--- config.mk ---
export PLATFORM = sky130hd
export DESIGN_NAME = level_sequencer
export DESIGN_NICKNAME = d
export VERILOG_FILES = /design/src/rtl/sym_pkg.sv /design/src/rtl/sym_lfsr.sv /design/src/rtl/level_sequencer.sv
export SDC_FILE = /design/constraint.sdc
export NUM_CORES = 1
export LEC_CHECK = 0
export CORE_UTILIZATION = 51
export DETAILED_ROUTE_END_ITERATION = 8
export HOLD_SLACK_MARGIN = 0.12
export PLACE_DENSITY = 0.71
export SYNTH_ARGS = -nofsm -noshare
export SYNTH_HDL_FRONTEND = slang
export SYNTH_HIERARCHICAL = 1
export SYNTH_SLANG_ARGS = --single-unit
--- constraint.sdc ---
create_clock -name Clk100M_i -period 2.9 [get_ports Clk100M_i]
set_clock_uncertainty 0.05 [all_clocks]
set_input_delay 0.29 -clock Clk100M_i [delete_from_list [all_inputs] [get_ports Clk100M_i]]
set_output_delay 0.29 -clock Clk100M_i [all_outputs]
set_load 0.1 [all_outputs]
--- src/rtl/sym_pkg.sv ---
// Shared types, widths and the work-LFSR step function for the symbol-memory game.
package sym_pkg;

  localparam int SYM_W  = 2;
  localparam int LFSR_W = 8;

  // Feedback taps on bits 7, 5, 4 and 3.
  localparam logic [LFSR_W-1:0] LFSR_TAPS = 8'b1011_1000;

  typedef enum logic [2:0] {
    ST_IDLE,
    ST_COUNT,
    ST_SHOW,
    ST_INPUT,
    ST_FAIL,
    ST_WIN
  } state_e;

  function automatic logic [LFSR_W-1:0] lfsr_next(input logic [LFSR_W-1:0] l);
    return {l[LFSR_W-2:0], ^(l & LFSR_TAPS)};
  endfunction

endpackage

--- src/rtl/sym_lfsr.sv ---
// Work LFSR that replays the level's symbol sequence; load wins over advance.
module sym_lfsr
  import sym_pkg::*;
(
  input  logic              clk_i,
  input  logic              rst_n_i,
  input  logic              load_i,
  input  logic [LFSR_W-1:0] seed_i,
  input  logic              advance_i,
  output logic [LFSR_W-1:0] state_o,
  output logic [SYM_W-1:0]  sym_o
);

  logic [LFSR_W-1:0] state_q, state_d;

  always_comb begin
    state_d = state_q;
    if (load_i) begin
      state_d = seed_i;
    end else if (advance_i) begin
      state_d = lfsr_next(state_q);
    end
  end

  always_ff @(posedge clk_i or negedge rst_n_i) begin
    if (!rst_n_i) begin
      state_q <= '0;
    end else begin
      state_q <= state_d;
    end
  end

  assign state_o = state_q;
  assign sym_o   = state_q[SYM_W-1:0];

endmodule

--- src/rtl/level_sequencer.sv ---
// Game-flow controller: starts the timer per level, shows the symbol sequence,
// then checks the player's entries against a replay of the same sequence.
module level_sequencer
  import sym_pkg::*;
#(
  parameter int unsigned MAX_LEVEL     = 9,
  parameter int unsigned TIMEOUT_TICKS = 5,
  parameter logic [7:0]  LFSR_SEED     = 8'hA5
) (
  input  logic             Clk100M_i,
  input  logic             Rst_n_i,
  input  logic             tick_i,
  input  logic             playBtn_i,
  input  logic             btnValid_i,
  input  logic [SYM_W-1:0] btnSym_i,
  input  logic             doneCounting_i,
  output logic             start_o,
  output logic [3:0]       curLevel_o,
  output logic             symValid_o,
  output logic [SYM_W-1:0] symOut_o,
  output logic             levelPass_o,
  output logic             gameOver_o,
  output logic             win_o
);

  localparam int              TO_W    = $clog2(TIMEOUT_TICKS + 1);
  localparam logic [TO_W-1:0] TO_LAST = TO_W'(TIMEOUT_TICKS - 1);
  localparam logic [3:0]      MAX_LVL = 4'(MAX_LEVEL);

  state_e state_q, state_d;

  logic [LFSR_W-1:0] seedCnt_q;
  logic [LFSR_W-1:0] gameSeed_q, gameSeed_d;
  logic [3:0]        curLevel_q, curLevel_d;
  logic [3:0]        idx_q, idx_d;
  logic [TO_W-1:0]   toCnt_q, toCnt_d;

  logic             start_q, start_d;
  logic             levelPass_q, levelPass_d;
  logic             symValid_q, symValid_d;
  logic [SYM_W-1:0] symOut_q, symOut_d;
  logic             gameOver_q, gameOver_d;
  logic             win_q, win_d;

  logic             lfsrLoad, lfsrAdvance;
  logic [SYM_W-1:0] lfsrSym;
  logic             showMore, lastSym;

  sym_lfsr u_lfsr (
    .clk_i     (Clk100M_i),
    .rst_n_i   (Rst_n_i),
    .load_i    (lfsrLoad),
    .seed_i    (gameSeed_q),
    .advance_i (lfsrAdvance),
    .state_o   (),
    .sym_o     (lfsrSym)
  );

  assign showMore = (idx_q < curLevel_q);
  assign lastSym  = (idx_q == (curLevel_q - 4'd1));

  always_ff @(posedge Clk100M_i or negedge Rst_n_i) begin
    if (!Rst_n_i) begin
      state_q     <= ST_IDLE;
      seedCnt_q   <= '0;
      gameSeed_q  <= '0;
      curLevel_q  <= '0;
      idx_q       <= '0;
      toCnt_q     <= '0;
      start_q     <= 1'b0;
      levelPass_q <= 1'b0;
      symValid_q  <= 1'b0;
      symOut_q    <= '0;
      gameOver_q  <= 1'b0;
      win_q       <= 1'b0;
    end else begin
      state_q     <= state_d;
      seedCnt_q   <= seedCnt_q + 8'd1;
      gameSeed_q  <= gameSeed_d;
      curLevel_q  <= curLevel_d;
      idx_q       <= idx_d;
      toCnt_q     <= toCnt_d;
      start_q     <= start_d;
      levelPass_q <= levelPass_d;
      symValid_q  <= symValid_d;
      symOut_q    <= symOut_d;
      gameOver_q  <= gameOver_d;
      win_q       <= win_d;
    end
  end

  always_comb begin
    state_d     = state_q;
    gameSeed_d  = gameSeed_q;
    curLevel_d  = curLevel_q;
    idx_d       = idx_q;
    toCnt_d     = toCnt_q;
    lfsrLoad    = 1'b0;
    lfsrAdvance = 1'b0;
    case (state_q)
      ST_IDLE, ST_FAIL, ST_WIN: begin
        if (playBtn_i) begin
          gameSeed_d = (seedCnt_q == '0) ? LFSR_SEED : seedCnt_q;
          curLevel_d = 4'd1;
          state_d    = ST_COUNT;
        end
      end
      ST_COUNT: begin
        if (doneCounting_i) begin
          lfsrLoad = 1'b1;
          idx_d    = '0;
          state_d  = ST_SHOW;
        end
      end
      ST_SHOW: begin
        if (tick_i) begin
          if (showMore) begin
            lfsrAdvance = 1'b1;
            idx_d       = idx_q + 4'd1;
          end else begin
            // Rewind so the input phase replays the sequence from its start.
            lfsrLoad = 1'b1;
            idx_d    = '0;
            toCnt_d  = '0;
            state_d  = ST_INPUT;
          end
        end
      end
      ST_INPUT: begin
        if (btnValid_i) begin
          toCnt_d = '0;
          if (btnSym_i != lfsrSym) begin
            state_d = ST_FAIL;
          end else if (!lastSym) begin
            lfsrAdvance = 1'b1;
            idx_d       = idx_q + 4'd1;
          end else if (curLevel_q == MAX_LVL) begin
            state_d = ST_WIN;
          end else begin
            curLevel_d = curLevel_q + 4'd1;
            state_d    = ST_COUNT;
          end
        end else if (tick_i) begin
          if (toCnt_q == TO_LAST) begin
            state_d = ST_FAIL;
          end else begin
            toCnt_d = toCnt_q + 1'b1;
          end
        end
      end
      default: state_d = ST_IDLE;
    endcase
  end

  // Pulses fall out of state transitions; the level-up path is the only INPUT->COUNT edge.
  always_comb begin
    start_d     = (state_d == ST_COUNT) && (state_q != ST_COUNT);
    levelPass_d = (state_d == ST_COUNT) && (state_q == ST_INPUT);
    gameOver_d  = (state_d == ST_FAIL);
    win_d       = (state_d == ST_WIN);
    symValid_d  = 1'b0;
    symOut_d    = symOut_q;
    if (state_q == ST_SHOW) begin
      symValid_d = tick_i ? showMore : symValid_q;
      if (tick_i && showMore) begin
        symOut_d = lfsrSym;
      end
    end
  end

  assign start_o     = start_q;
  assign curLevel_o  = curLevel_q;
  assign symValid_o  = symValid_q;
  assign symOut_o    = symOut_q;
  assign levelPass_o = levelPass_q;
  assign gameOver_o  = gameOver_q;
  assign win_o       = win_q;

endmodule

==> flow_metrics.tcl <==
set metrics [dict create \
    cts_tree "built" \
    status "finished, violations left" \
    setup_viol 0 \
    fill_cells 383 \
    max-vdd-ir-drop_mv 0.662 \
    start_util 0.542 \
    setup_tns_ns 0 \
    holdWs_ns 0.440 \
    rows 24 \
    diodes 0 \
    syn_avg_cell_area_um2 10.9 \
    cp.required_ns 3.04 \
    syn2layout_area_growth_pct 12.7 \
    post_drt_via_cell_ratio 5.80 \
    finish.instance_area_um2 2720 \
    die_x_um 70.7 \
    place.gp.congestion 0.792 \
    synth-seq-area-share 0.468 \
    fin_crit_ns 2.67 \
    io_pins 19 \
    synth_ff_type "dfrtp_1" \
    synthArstFlopShare 1.00 \
    min-delay-start "gameSeed_q[6]$_DFFE_PN0P_" \
    ys_types 57 \
    final_cell_mix "43 x dfrtp_1, 19 x nand2_1, 15 x buf_4, 14 x inv_1, 12 x ha_1" \
    cts_root_buffer "clkbuf_8" \
    place_hpwl_mm 3.31 \
    multiInputGateArea_um2 1190 \
    seqPwrFrac 0.377 \
    crit_arrival_ns 2.81 \
    power_density_nw_per_um2 952 \
    r2r_start "curLevel_o[0]$_DFFE_PN0P_" \
    cp-end-kind "flop" \
    first_global_vias 1728 \
    whs_path_depth 2 \
    min_to "u_lfsr/state_o[6]$_DFFE_PN0P_" \
    slew_headroom 0.356 \
    syn_area_um2 2410 \
    clkLatencyLatePin_ns 0.30 \
    die_area_um2 5000 \
    drc 6 \
    htree_num_levels 2 \
    place_area_um2 2620 \
    wire_per_inst_um 15.7 \
    worst_r2r_endpoint "idx_q[2]$_DFFE_PN0P_" \
    r2r_cells 8 \
    drive_gt1_frac 0.192 \
    grt_max_degree 46 \
    timing.final.crit_share 0.920 \
    synth_edf_count 0 \
    power_frac_clock 0.156 \
    start_kind "flop" \
    routed_wirelength_mm 4.66 \
    grt_pass1_wl_mm 8.20 \
    synth-seq-cells 45 \
    cap_violations 0 \
    seqCellArea_um2 1130 \
    clkSlewWorstSetupHoldPaths_ns 0.09 \
    p_int_w 0.00144 \
    switching_share 0.442 \
    hold_class "flop to flop" \
    rsz0062_at_grt "false" \
    power.switching_w 0.00114 \
    cts_buffer_depth 2 \
    violations "DRC" \
    final_common_cell "dfrtp_1" \
    coreArea_um2 4440 \
    cts_resized 0 \
    drtPass1Iterations 6 \
    die-height_um 70.7 \
    grt_overflow_total 0 \
    yosysWarnings 6 \
    hold_viol 0 \
    ant_nets 0 \
    cts_sinks 45 \
    synthCells 221 \
    leakage_nw 1.26 \
    nets 264 \
    slew_viol_final 0 \
    numCtsBuffers 5 \
    fmax_mhz 375 \
    comb_power_share 0.467 \
    grt_use_total 0.210 \
    drtIter0Drc 109 \
    syn-num-nets 241 \
    critPathKind "flop to flop" \
    portBuffers 18 \
    antenna_found_initial 0 \
    cp_max_fo 13 \
    tightest_slew_ns 0.965 \
    rrSetupSlack_ns 0.23 \
    vias 1724 \
]
==> power by group through the flow <==
stage | clock, W | sequential, W | combinational [W]
3_3_place_gp | 0 | 0.000977 | 0.00118
3_5_place_dp | 0 | 0.000986 | 0.00120
2_1_floorplan | 0 | 0.00119 | 0.000723
6_report | 0.000405 | 0.000974 | 0.00121
4_1_cts | 0.000417 | 0.000974 | 0.00121
5_1_grt | 0.000433 | 0.00100 | 0.00133
==> layer usage <==
layer | track usage | vias up | share of wire
li1 | - | 838 | -
met1 | 0.308 | 843 | 0.50
met2 | 0.314 | 39 | 0.45
met3 | 0.0427 | 4 | 0.038
met4 | 0.0711 | 0 | 0.010
met5 | 0 | - | 0
==> final cells by class <==
type | count | share of cell area
flip-flops and latches | 45 | 0.416
inverters | 14 | 0.0194
repair buffers | 23 | 0.0691
multi-input cells | 155 | 0.439
clock inverters | 3 | 0.00783
clock buffers | 5 | 0.0253
well taps | 52 | 0.0240
==> registers in the layout (all words and copies together) (netlist names) <==
register	count
seedCnt_q	8
win_o	1
state_q	3
u_lfsr/state_o	8
toCnt_q	3
symValid_o	1
gameOver_o	1
idx_q	4
levelPass_o	1
curLevel_o	4
gameSeed_q	8
start_o	1
symOut_o	2
==> stage by stage <==
stage                util  power, W  std cells  setup slack [ns]
finish              0.611   0.00259        297             0.232
global route        0.611   0.00276        297             0.109
CTS                 0.611   0.00260        297             0.239
detailed placement  0.588   0.00219        288             0.245
global placement    0.588   0.00216        288             0.351
floorplan               -   0.00191        221            0.0904
==> how the worst max path moves through the flow <==
stage,from,endpoint,cells after the start
global route,curLevel_o[0]$_DFFE_PN0P_,idx_q[2]$_DFFE_PN0P_,8
detailed placement,curLevel_o[0]$_DFFE_PN0P_,idx_q[2]$_DFFE_PN0P_,8
finish,curLevel_o[0]$_DFFE_PN0P_,idx_q[2]$_DFFE_PN0P_,8
floorplan,curLevel_o[2]$_DFFE_PN0P_,u_lfsr/state_o[0]$_DFFE_PN0P_,9
CTS,curLevel_o[0]$_DFFE_PN0P_,idx_q[2]$_DFFE_PN0P_,8
global placement,curLevel_o[0]$_DFFE_PN0P_,idx_q[2]$_DFFE_PN0P_,8
==> worst max-delay path, stage by stage, from the launching register on <==
cell and delay (ns):
dfrtp_2 0.46, inv_1 0.07, ha_1 0.20, xor3_1 0.35, nor3_2 0.28, a211o_2 0.18
nand2_1 0.31, and3b_2 0.36, a221o_2 0.29
==> cells by family (layout without fill, tap and decap cells) <==
| family | after synthesis | in the layout | synth area share |
|---|---|---|---|
| AO/OA/AOI/OAI | 47 | 47 | 0.144 |
| buffers and inverters | 21 | 45 | 0.0379 |
| XOR/XNOR | 15 | 15 | 0.0639 |
| multiplexers | 16 | 16 | 0.0722 |
| adder cells (fa/ha/maj) | 12 | 12 | 0.0623 |
| flip-flops | 45 | 45 | 0.468 |
| AND/OR/NAND/NOR | 65 | 65 | 0.152 |
==> cell usage after synthesis (2+ instances only) <==
cell | count | area [um^2]
a211o_1 | 2 | 17.5
a211oi_1 | 2 | 15.0
a21oi_1 | 3 | 15.0
a22o_1 | 3 | 26.3
a31oi_1 | 4 | 25.0
and3_1 | 6 | 37.5
buf_4 | 3 | 22.5
clkbuf_1 | 3 | 11.3
dfrtp_1 | 45 | 1130
ha_1 | 12 | 150
inv_1 | 14 | 52.6
mux2_2 | 7 | 78.8
mux2i_1 | 8 | 80.1
nand2_1 | 19 | 71.3
nand2b_1 | 3 | 18.8
nand3_1 | 6 | 30.0
nand4_1 | 2 | 12.5
nor2_1 | 10 | 37.5
nor2b_1 | 2 | 12.5
nor3_1 | 3 | 15.0
o21ai_0 | 11 | 55.1
o21ai_1 | 3 | 15.0
o22a_1 | 4 | 35.0
o41ai_1 | 2 | 17.5
xnor2_1 | 9 | 78.8
xor2_1 | 4 | 35.0
==> what timing repair did <==
item	4_1_cts	5_1_grt
hold buffers	1	0
setup buffers	0	0
endpoints found under the setup margin	0	0
endpoints found under the hold margin	4	0
Note: power is estimated with default switching activity, not from simulation.
